**config.mk**
```make
export PLATFORM = sky130hd
export DESIGN_NAME = flag_unit
export DESIGN_NICKNAME = d
export VERILOG_FILES = /design/src/rtl/flag_pkg.sv /design/src/rtl/flag_gen.sv /design/src/rtl/flag_unit.sv
export SDC_FILE = /design/constraint.sdc
export NUM_CORES = 1
export LEC_CHECK = 0
export ABC_CLOCK_PERIOD_IN_PS = 2050
export BUFFER_PORTS_ARGS = -buffer_cell sky130_fd_sc_hd__clkbuf_2
export CORE_MARGIN = 1
export CORE_UTILIZATION = 35
export DETAILED_ROUTE_END_ITERATION = 7
export PLACE_DENSITY_LB_ADDON = 0.25
export SLEW_MARGIN = 25
export SYNTH_ARGS = -nofsm -noshare
export SYNTH_HDL_FRONTEND = slang
export SYNTH_SLANG_ARGS = --single-unit
```
**constraint.sdc**
```tcl
create_clock -name clk -period 2.05 [get_ports clk]
set_input_delay 0.205 -clock clk [delete_from_list [all_inputs] [get_ports clk]]
set_output_delay 0.205 -clock clk [all_outputs]
set_load 0.01 [all_outputs]
```
**src/rtl/flag_pkg.sv**
```systemverilog
// Shared definitions for the condition-flag unit and the branch decider.
// Flag bit positions, the flags type, pending-writer state encoding and
// the branch opType/opCode constants live here so both sides agree.
package flag_pkg;

  // Bit positions inside a flags_t value
  localparam int FLAG_Z = 0;
  localparam int FLAG_N = 1;

  typedef logic [1:0] flags_t;

  // Occupancy classes of the in-flight flag-writer counter
  typedef enum logic [1:0] {
    PEND_EMPTY = 2'd0,
    PEND_BUSY  = 2'd1,
    PEND_FULL  = 2'd2
  } pend_state_t;

  // Branch decider encodings: opType selects the branch class,
  // opCode selects which flag condition is tested
  localparam logic [2:0] OPTYPE_BRANCH = 3'b110;
  localparam logic [2:0] BR_EQ = 3'd0;  // Z
  localparam logic [2:0] BR_NE = 3'd1;  // !Z
  localparam logic [2:0] BR_LT = 3'd2;  // N
  localparam logic [2:0] BR_GE = 3'd3;  // !N
  localparam logic [2:0] BR_AL = 3'd4;  // always

  // Classify a pending count against the configured ceiling
  function automatic pend_state_t pend_state_of(input logic [2:0] p,
                                                input logic [2:0] max_p);
    pend_state_t s;
    if (p == 3'd0)       s = PEND_EMPTY;
    else if (p == max_p) s = PEND_FULL;
    else                 s = PEND_BUSY;
    return s;
  endfunction

endpackage

```
**src/rtl/flag_gen.sv**
```systemverilog
// Combinational N/Z flag generation from a writeback ALU result.
module flag_gen
  import flag_pkg::*;
#(
  parameter int DATA_W = 32
) (
  input  logic [DATA_W-1:0] i_result,
  output flags_t            o_flags
);

  // N is the sign bit, Z is set for an all-zero result
  always_comb begin
    o_flags         = '0;
    o_flags[FLAG_N] = i_result[DATA_W-1];
    o_flags[FLAG_Z] = (i_result == '0);
  end

endmodule

```
**src/rtl/flag_unit.sv**
```systemverilog
// Condition-flag register with in-flight writer tracking and branch stall.
// Optional macro FLAG_FORWARD_EN: when defined, the writeback-stage flags
// are forwarded to the flags output and retire the last writer in the same
// cycle, so a waiting branch resolves without the extra register cycle.
//
// Issue handshake: issue_setflags is a request and issue_stall is its
// inverted ready; an issue is accepted only in a cycle where issue_setflags
// is high and issue_stall is low. A request seen while issue_stall is high
// is dropped, so upstream must hold it until issue_stall falls.
module flag_unit
  import flag_pkg::*;
#(
  parameter int DATA_W      = 32,
  parameter int MAX_PENDING = 3
) (
  input  logic              clk,
  input  logic              rst,
  input  logic              issue_setflags,
  output logic              issue_stall,
  input  logic              wb_valid,
  input  logic              wb_setflags,
  input  logic [DATA_W-1:0] wb_result,
  input  logic              branch_req,
  output logic              branch_stall,
  output logic [1:0]        flags,
  input  logic              flush,
  output logic              proto_err,
  output logic [2:0]        o_dbg_pending,
  output logic [1:0]        o_dbg_state
);

  localparam logic [2:0] MAX_P = 3'(MAX_PENDING);

  flags_t      r_flags;
  logic [2:0]  r_pend;
  pend_state_t r_state;
  logic        r_perr;

  logic        w_we;
  logic        w_issue_ok;
  flags_t      w_new_flags;
  logic [2:0]  w_p_next;
  logic [2:0]  w_p_eff;

  flag_gen #(.DATA_W(DATA_W)) u_flag_gen (
    .i_result (wb_result),
    .o_flags  (w_new_flags)
  );

  assign w_we        = wb_valid & wb_setflags;
  assign issue_stall = (r_pend == MAX_P);
  assign w_issue_ok  = issue_setflags & ~issue_stall;

  // Next pending count: flush clears, issue and writeback cancel each other,
  // and a writeback with nothing pending leaves the count at zero
  always_comb begin
    w_p_next = r_pend;
    if (flush) begin
      w_p_next = 3'd0;
    end else if (w_issue_ok && !w_we) begin
      w_p_next = r_pend + 3'd1;
    end else if (!w_issue_ok && w_we && (r_pend != 3'd0)) begin
      w_p_next = r_pend - 3'd1;
    end
  end

  // Counter, its state class, flag register and sticky protocol error
  always_ff @(posedge clk) begin
    if (rst) begin
      r_pend  <= 3'd0;
      r_state <= PEND_EMPTY;
      r_flags <= '0;
      r_perr  <= 1'b0;
    end else begin
      r_pend  <= w_p_next;
      r_state <= pend_state_of(w_p_next, MAX_P);
      if (w_we) begin
        r_flags <= w_new_flags;
      end
      if (w_we && (r_pend == 3'd0)) begin
        r_perr <= 1'b1;
      end
    end
  end

`ifdef FLAG_FORWARD_EN
  // Writeback flags bypass the register; the retiring writer no longer counts
  always_comb begin
    flags   = w_we ? w_new_flags : r_flags;
    w_p_eff = r_pend - {2'b00, (w_we && (r_pend != 3'd0))};
  end
`else
  // Only registered flags are visible, so the branch waits for the register
  always_comb begin
    flags   = r_flags;
    w_p_eff = r_pend;
  end
`endif

  assign branch_stall  = branch_req & (w_p_eff != 3'd0);
  assign proto_err     = r_perr;
  assign o_dbg_pending = r_pend;
  assign o_dbg_state   = r_state;

endmodule

```
After elaboration in Yosys (flattened, before gate mapping) --
Cells that the tools add are included.
Operators by class: add/subtract/negate cells 2, equal/unequal tests 2, mux-type cells 4, bitwise gates (word level) 4, reduce and logical (&&, ||, !) cells 11
Operators by type and width (number):
- 32-bit logical NOT | 1
- 3-bit two-way mux | 3
- 3-bit by 2-bit equality test with 1-bit output, second input constant | 2
- 3-bit logical NOT | 2
- 1-bit logical AND | 4
- 3-bit by 1-bit adder with 3-bit output, second input constant | 1
- 1-bit bitwise AND | 3
- 3-bit nonzero test | 1
- 3-bit by 1-bit subtractor with 3-bit output, second input constant | 1
- 1-bit logical NOT | 2
- 2-bit two-way mux | 1
- 2-bit OR reduction | 1
- 1-bit inverter | 1
Word-level totals: register bits 8, input port bits 39, logic and storage cells 27

Depth between registers and ports, before layout --
Gate-level depths: netlist of the first run.
word-level depth 11, gate-level depth with buffers 7, depth with buffers taken out 7

Modules after synthesis --
A second synthesis of the first run with hierarchy kept.
Unflattened totals: cell total of the unflattened synthesis 63, area, all modules 535.5 µm²
By module, submodules not included:
- flag_unit | instances 1, cells an instance 51, area each 455.4 µm²
- flag_gen | instances 1, cells an instance 12, area each 80.1 µm²

Worst setup path before layout of the first run --
No wires, ideal clock.
kind flip-flop to flip-flop, from register r_pend[0], in the netlist o_dbg_pending[0], to register r_state[1], in the netlist o_dbg_state[1], setup time 0.117 ns, arrival time 1.680 ns, slack 0.253 ns, stages on the path, launching flop included 8, period minus slack after synthesis 1.797 ns, cell sequence dfxtp_1 > ha_1 > ha_1 > nand2b_1 > nor2_1 > nor3_1 > o31a_1 > and4bb_1
On the way: word-level cells in the longest chain between the ends 11, elaborated cells between the ends (all ways) 17, those cells by class add/sub (2); eq/ne (2); mux (4); bitwise (2); reduce/logical (7)
RTL lines:
- from (decl) | RTL line flag_unit.sv:35 | logic [2:0] r_pend;
- from (signal assigned) | RTL line flag_unit.sv:75 | r_pend <= w_p_next;
- 3-bit by 2-bit equality test with 1-bit output * | RTL line flag_unit.sv:51 | assign issue_stall = (r_pend == MAX_P);
- via issue_stall | RTL line flag_unit.sv:19 | output logic issue_stall,
- 1-bit inverter * | RTL line flag_unit.sv:52 | assign w_issue_ok = issue_setflags & ~issue_stall;
- 1-bit bitwise AND * | RTL line flag_unit.sv:52
- 1-bit logical NOT | RTL line flag_unit.sv:62 | end else if (!w_issue_ok && w_we && (r_pend != 3'd0)) begin
- 1-bit logical AND (2 in series) | RTL line flag_unit.sv:62
- 3-bit two-way mux | RTL line flag_unit.sv:62
- 3-bit two-way mux * | RTL line flag_unit.sv:60 | end else if (w_issue_ok && !w_we) begin
- 3-bit two-way mux * | RTL line flag_unit.sv:58 | if (flush) begin
- 3-bit by 2-bit equality test with 1-bit output / 3-bit logical NOT (equally long branches) | RTL line flag_pkg.sv:33, flag_pkg.sv:32
- 2-bit two-way mux / 2-bit OR reduction (equally long branches)
- to (signal assigned) | RTL line flag_unit.sv:76 | r_state <= pend_state_of(w_p_next, MAX_P);
- to (decl) | RTL line flag_unit.sv:36 | pend_state_t r_state;
Mark *: on every way through the listed nets, which the timed path passes. The rest lies on a longest branch. A chain may end at the register's enable or synchronous reset.

Worst setup path after layout of the first run --
from register r_pend[0], in the netlist o_dbg_pending[0], to register r_state[1], in the netlist o_dbg_state[1]
On the way: word-level cells in the longest chain between the ends 11, elaborated cells between the ends (all ways) 17, those cells by class add/sub (2); eq/ne (2); mux (4); bitwise (2); reduce/logical (7)
RTL lines (RTL line):
- 3-bit by 2-bit equality test with 1-bit output | flag_unit.sv:51
- 1-bit inverter | flag_unit.sv:52
- 1-bit bitwise AND | flag_unit.sv:52
- 1-bit logical NOT | flag_unit.sv:62
- 1-bit logical AND (2 in series) | flag_unit.sv:62
- 3-bit two-way mux | flag_unit.sv:62
- 3-bit two-way mux * | flag_unit.sv:60
- 3-bit two-way mux * | flag_unit.sv:58
- 3-bit by 2-bit equality test with 1-bit output / 3-bit logical NOT (equally long branches) | flag_pkg.sv:33, flag_pkg.sv:32
- 2-bit two-way mux / 2-bit OR reduction (equally long branches)
Every way passes the cells marked *; elsewhere a longest branch is shown, timed or not.

==> results of run 1 <==
-- registers in the layout (all words and copies together) (netlist names) --
signal	cells
o_dbg_pending	3
proto_err	1
flags	2
o_dbg_state	2
-- worst paths after layout --
check / endpoint / slack [ns]
max: o_dbg_state[1] / 0.23
min: o_dbg_pending[2] / 0.17
max reg2reg: o_dbg_state[1] / 0.23
min reg2reg: flags[1] / 0.46
-- worst register-to-register path, cell delays in order, from the launching register on --
cell	delay, ns
dfxtp_1	0.36
ha_1	0.22
ha_1	0.21
nand2b_1	0.21
nor2_1	0.19
nor3_1	0.06
o31a_1	0.28
and4bb_1	0.18
-- layer usage --
metal,GRT usage (%),routed length (um),part of all wire [%]
met5,0,0,0
met2,41.3,719,54
met4,10.0,14,1.0
met1,17.4,523,39
met3,1.67,77,5.8
-- cells by family (layout without fill, tap and decap cells) --
kind of cell	Yosys count	after routing	share of synthesized area, %
adders and majority gates	4	4	9.66
AOI/OAI and AO/OA	8	8	9.66
xor gates and xnor gates	3	3	5.07
DFF	8	8	30.9
and+or+nand+nor	36	36	40.3
buffers and inverters	4	54	4.35
-- synthesized netlist by cell type --
cell,n
and2b_1,1
nor4_1,8
inv_1,3
buf_6,1
and4bb_1,1
nand4_1,4
o21ai_1,1
nand3_2,1
a21oi_1,3
and3_1,2
and2_1,1
nor2b_1,1
nor2_1,4
nand2_1,6
and2_4,1
o31ai_1,1
dfxtp_1,8
o31a_1,1
nor3_1,4
a31oi_1,1
nand2b_1,2
xnor2_1,3
ha_1,4
a21boi_0,1
-- through the flow --
step                      total power [W]  setup slack (ns)  instance area, sq um  hold slack, ns  utilization [%]
after global placement           0.000260             0.278                   766           0.433             57.4
after floorplan                  0.000212             0.253                   518           0.274                -
final                            0.000374             0.226                   788           0.172             59.1
after global routing             0.000403            0.0959                   788           0.163             59.1
after detailed placement         0.000262             0.229                   766           0.431             57.4
after CTS                        0.000380             0.218                   788           0.167             59.1
-- area by class of cell --
cell class                      count  area share (%)
Multi-Input combinational cell     51            42.5
Timing Repair Buffer               48            30.5
Sequential cell                     8            20.3
Clock buffer                        3            2.86
Tap cell                           15            2.38
Inverter                            3            1.43
-- power groups by stage --
| stage | registers, W | logic (W) | clock network, W |
|---|---|---|---|
| CTS | 0.000167 | 0.0000924 | 0.000121 |
| detailed placement | 0.000170 | 0.0000917 | 0 |
| finish | 0.000167 | 0.0000910 | 0.000116 |
| global placement | 0.000169 | 0.0000913 | 0 |
| global route | 0.000167 | 0.000103 | 0.000133 |
| floorplan | 0.000172 | 0.0000398 | 0 |
==> flow_summary.toml, run 1 <==
[sta]
finalSetupTns_ns = 0
drv_slew = 0
fin_crit_ns = 1.82
post-route-period-util_pct = 89.0
worst_slew_pin_slew_ns = 0.247
slew_headroom_pct = 83.4
rsz0062_at_grt = "no"
hold_violations = 0
clock_skew_ns = 0.00680
clock.fmax_mhz = 548
finalSetupViolations = 0

[floorplanning]
die_y_um = 40.5
rows = 13
start_util_pct = 38.8
die_area_sq_um = 1640
die_width_um = 40.5
core_area_sq_um = 1330
io_pins = 49

[worst_setup_path]
reg2reg_depth = 7
path_common_cell = "ha_1"
path_delay_family = "simple AND/OR/NAND/NOR gates"
worst-setup-path-type = "flip-flop to flip-flop"
rr_startpoint = "o_dbg_pending[0]"
cp.arrival_ns = 1.96
worst_setup_path_end_kind = "flip-flop"
cp-start-kind = "flip-flop"
cpPeakStageDelay_ns = 0.36
cpMaxStageDelayCell = "dfxtp_1"
crit_start = "o_dbg_pending[0]"
path_cells = "ha_1, ha_1, nand2b_1, nor2_1, nor3_1, o31a_1, and4bb_1"
critical_path.max_fanout = 5
cp.required_ns = 2.19
worst-path-stages = 7
crit_buf_inv = 0

[synthesis]
synthCells = 63
yosysWarnings = 0
synth.top_cell.area_share_pct = 30.9
ys_types = 24
synth_fp_nets = 106
syn_area_sq_um = 518
synth_area_per_cell_sq_um = 8.22
yosys.area.top_type = "dfxtp_1"
yosysSeqAreaShare_pct = 30.9
synth.area.top_cells = "dfxtp_1 (31%), ha_1 (9.7%), nor4_1 (9.7%), xnor2_1 (5.1%), nand4_1 (4.8%)"
ys_ff_latch = 8

[clock_tree]
cts_max_level = 1
root_buffer = "clkbuf_4"
clk_path_buf_depth = 2
hold_buffers = 0
cts_buffers = 3
cts.sinks = 8
path_clk_slew_ns = 0.05
cts_tree = "done"
postCtsSetupRepairBufs = 0
clk_latency_ns = 0.25
ctsResizeCount = 0

[grt]
grt_pass1_wl_um = 2150
antenna_found_initial = 0
grt_pass1_vias = 604
overflow = 0
grt_max_degree = 7
grt.total_usage_pct = 19.5

[route]
routedWlPerCell_um = 10.4
drt_iter0_markers = 7
vias = 651
viasPerCell = 5.09
remaining_drc_errors = 0
drtPass1Iterations = 2
drt_wl_total_um = 1330
postRouteAntennaNets = 0

[power]
p_int_w = 0.000278
irDropWorstVdd_v = 0.000270
p_comb_share_pct = 24.3
clockPowerShare_pct = 31.1
switching_share_pct = 25.7
powerDensity_nw_per_um2 = 475
switchingPower_w = 0.0000960
leakage_nw = 0.403
seq_power_share_pct = 44.6

[flow_run]
drv_cap = 0

[finish]
area_growth_pct = 52.2
nets = 158
layout_common_cells = "clkbuf_2 (48), nor4_1 (8), dfxtp_1 (8)"
layout_commonest_cell = "clkbuf_2"
drive_gt1_share_pct = 46.9
regArea_sq_um = 160
num_antenna_cells = 0
fillers = 126
multi_input_area_sq_um = 335
stdcell_count = 128

[placement]
gp_congestion = 0.685
numPlacedInstances = 125
hpwl_um = 1210
portBuffers = 48

[min_path]
hp-class = "input pin to flip-flop"
hp-start = "flush"
whs_path_depth = 2

[status]
status = "complete, no violations"
Note: power is estimated with default switching activity, not from simulation.
==> run 2: changes to the inputs <==
Settings changed: ABC_AREA set to 1, CORE_ASPECT_RATIO set to 1.4, CORE_UTILIZATION 35 to 30.
==> run 2 against run 1 <==
Net effect: sequential cell count unchanged; utilization decreased by 11 points; register-to-register slack improved by 0.23 ns; sequential power about the same; first-iteration DRC count decreased by 29%; critical path depth increased by 4; routed wire length increased by 4.9%; worst hold slack improved by 0.031 ns; cell count increased by 23%; via count increased by 11%; critical endpoint is now o_dbg_state[0]; largest power group unchanged.
==> flow_summary.toml, run 2 <==
[status]
status = "complete, no violations"

[finish]
area_growth_pct = 49.0
layout_common_cells = "clkbuf_2 (48), nor2_1 (18), nand2_1 (14)"
final_cell_area_sq_um = 875
largest_register_ffs = 3
nets = 182
multi_input_area_sq_um = 374
fillers = 210
regArea_sq_um = 160
drive_gt1_share_pct = 48.9
fin_util_pct = 48.5
layout_commonest_cell = "clkbuf_2"
num_antenna_cells = 0

[worst_setup_path]
r2r_slack_ns = 0.46
cp-start-kind = "flip-flop"
cp.arrival_ns = 1.74
rr_startpoint = "o_dbg_pending[1]"
cpMaxStageDelayCell = "dfxtp_1"
path_common_cell = "nand2_1"
reg2reg_depth = 11
worst_setup_path_end_kind = "flip-flop"
cpPeakStageDelay_ns = 0.36
path_cells = "ha_1, ha_1, inv_2, nand2_1, nand3_4, a21oi_2, nor2_4, nand2_1, nand2_1, nand2_1, nand2_1"
cp.required_ns = 2.19
r2r-end = "o_dbg_state[0]"
critical_path.max_fanout = 5
worst-setup-path-type = "flip-flop to flip-flop"

[grt]
overflow = 0
grt_max_degree = 7
grt_pass1_vias = 659
antenna_found_initial = 0
grt_pass1_wl_um = 2300
grt.total_usage_pct = 15.5

[sta]
fin_crit_ns = 1.59
rsz0062_at_grt = "no"
finalSetupViolations = 0
slew_headroom_pct = 85.1
post-route-worst-setup-slack_ns = 0.455
clock_skew_ns = 0.00504
finalSetupTns_ns = 0
hold_violations = 0
drv_slew = 0
clock.fmax_mhz = 627
worst_slew_pin_slew_ns = 0.221
post-route-period-util_pct = 77.8

[floorplanning]
start_util_pct = 32.6
die_area_sq_um = 2140
die_y_um = 54.3
rows = 18
io_pins = 49
die_width_um = 39.4
core_area_sq_um = 1800

[route]
drtPass1Iterations = 2
drt_wl_total_um = 1400
drt_iter0_markers = 5
routedWlPerCell_um = 8.91
remaining_drc_errors = 0
postRouteAntennaNets = 0
viasPerCell = 4.59
vias = 720

[synthesis]
async_flop_share_pct = 0
synth_edf_count = 0
synth_fp_nets = 129
synth_most_common_cell = "nor2_1"
yosys.area.top_type = "dfxtp_1"
yosysWarnings = 0
synth.top_cell.area_share_pct = 27.3
synth_commonest_cells = "nor2_1 (18), nand2_1 (14), inv_1 (11), dfxtp_1 (8), nand2_2 (5)"
synth.area.top_cells = "dfxtp_1 (27%), nor2_1 (12%), nand2_1 (9.0%), ha_1 (8.5%), inv_1 (7.0%)"
synth_area_per_cell_sq_um = 6.82
synth-main-ff-cell = "dfxtp_1"
yosysSeqAreaShare_pct = 27.3
ys_ff_latch = 8
synthCells = 86
syn_area_sq_um = 587
ys_types = 21

[placement]
gp_congestion = 0.755
hpwl_um = 1260
pre_cts_ws_ns = 0.461
portBuffers = 48
dpl-instance-area_sq_um = 852

[clock_tree]
cts_tree = "done"
hold_buffers = 0
cts_max_level = 1
clk_latency_ns = 0.25
path_clk_slew_ns = 0.05
ctsResizeCount = 0
postCtsSetupRepairBufs = 0
root_buffer = "clkbuf_4"
clk_path_buf_depth = 2
cts.sinks = 8
cts_buffers = 3

[power]
leakage_nw = 0.499
powerDensity_nw_per_um2 = 461
power_w = 0.000403
irDropWorstVdd_v = 0.000256

[min_path]
hp-class = "input pin to flip-flop"
hp-start = "rst"
hold_path_end = "o_dbg_pending[2]"
whs_path_depth = 2

[flow_run]
drv_cap = 0
-- run 2: cell count changes in the layout (fill, tap and decap cells not counted), sizes merged, moves of 2 or more --
cell / change
nor2: +16
xnor2: -3
nand4: -2
and2: -2
and3: -2
nand2b: -2
inv: +11
nor4: -5
nand3: +4
o21ai: +4
nand2: +14
nor3: -4
-- run 2: stage by stage --
step | instances | hold slack (ns)
2_1_floorplan | 86 | 0.274
3_3_place_gp | 154 | 0.456
3_5_place_dp | 154 | 0.462
4_1_cts | 157 | 0.208
5_1_grt | 157 | 0.207
6_report | 157 | 0.203
-- run 2: critical path: cells and delay by family (launching register included) --
kind | cells | cell delay, ns
AND/OR/NAND/NOR | 7 | 0.49
adder cells (fa/ha/maj) | 2 | 0.37
flip-flops | 1 | 0.36
AO/OA/AOI/OAI | 1 | 0.21
buffers and inverters | 1 | 0.05
-- run 2: worst max path at each step --
stage / startpoint / cells after the start / endpoint
2_1_floorplan: o_dbg_pending[1] / 11 / o_dbg_state[0]
6_report: o_dbg_pending[1] / 11 / o_dbg_state[0]
3_3_place_gp: o_dbg_pending[1] / 11 / o_dbg_state[0]
4_1_cts: o_dbg_pending[1] / 11 / o_dbg_state[0]
5_1_grt: o_dbg_pending[1] / 11 / o_dbg_state[0]
3_5_place_dp: o_dbg_pending[1] / 11 / o_dbg_state[0]
-- run 2: area by class of cell --
cell class	instances	area share (%)
sequential	8	18.3
clock buffer	3	2.58
timing repair buffer	48	27.5
multi-input combinational	64	42.8
inverter	14	6.01
tap	20	2.86
-- run 2: power breakdown --
group	internal, W	switching [W]
clock	0.0000668	0.0000513
sequential	0.000164	0.00000438
combinational	0.0000560	0.0000605
total	0.000287	0.000116
-- run 2: layer usage --
layer | track usage [%] | wire length, um | vias to the layer above
met5 | 0 | 0 | -
met4 | 8.62 | 28 | 0
met3 | 3.25 | 94 | 4
met2 | 31.9 | 814 | 31
met1 | 12.4 | 461 | 312
li1 | - | - | 373
-- run 2: logic make-up (layout without fill, tap and decap cells) --
logic type / count (synthesis) / after routing / share of synthesized area (%)
compound gates: 8 / 8 / 7.46
xor+xnor: 1 / 1 / 1.49
fa+ha+maj: 4 / 4 / 8.53
buf+inv: 14 / 65 / 8.96
flops: 8 / 8 / 27.3
simple gates: 51 / 51 / 46.3
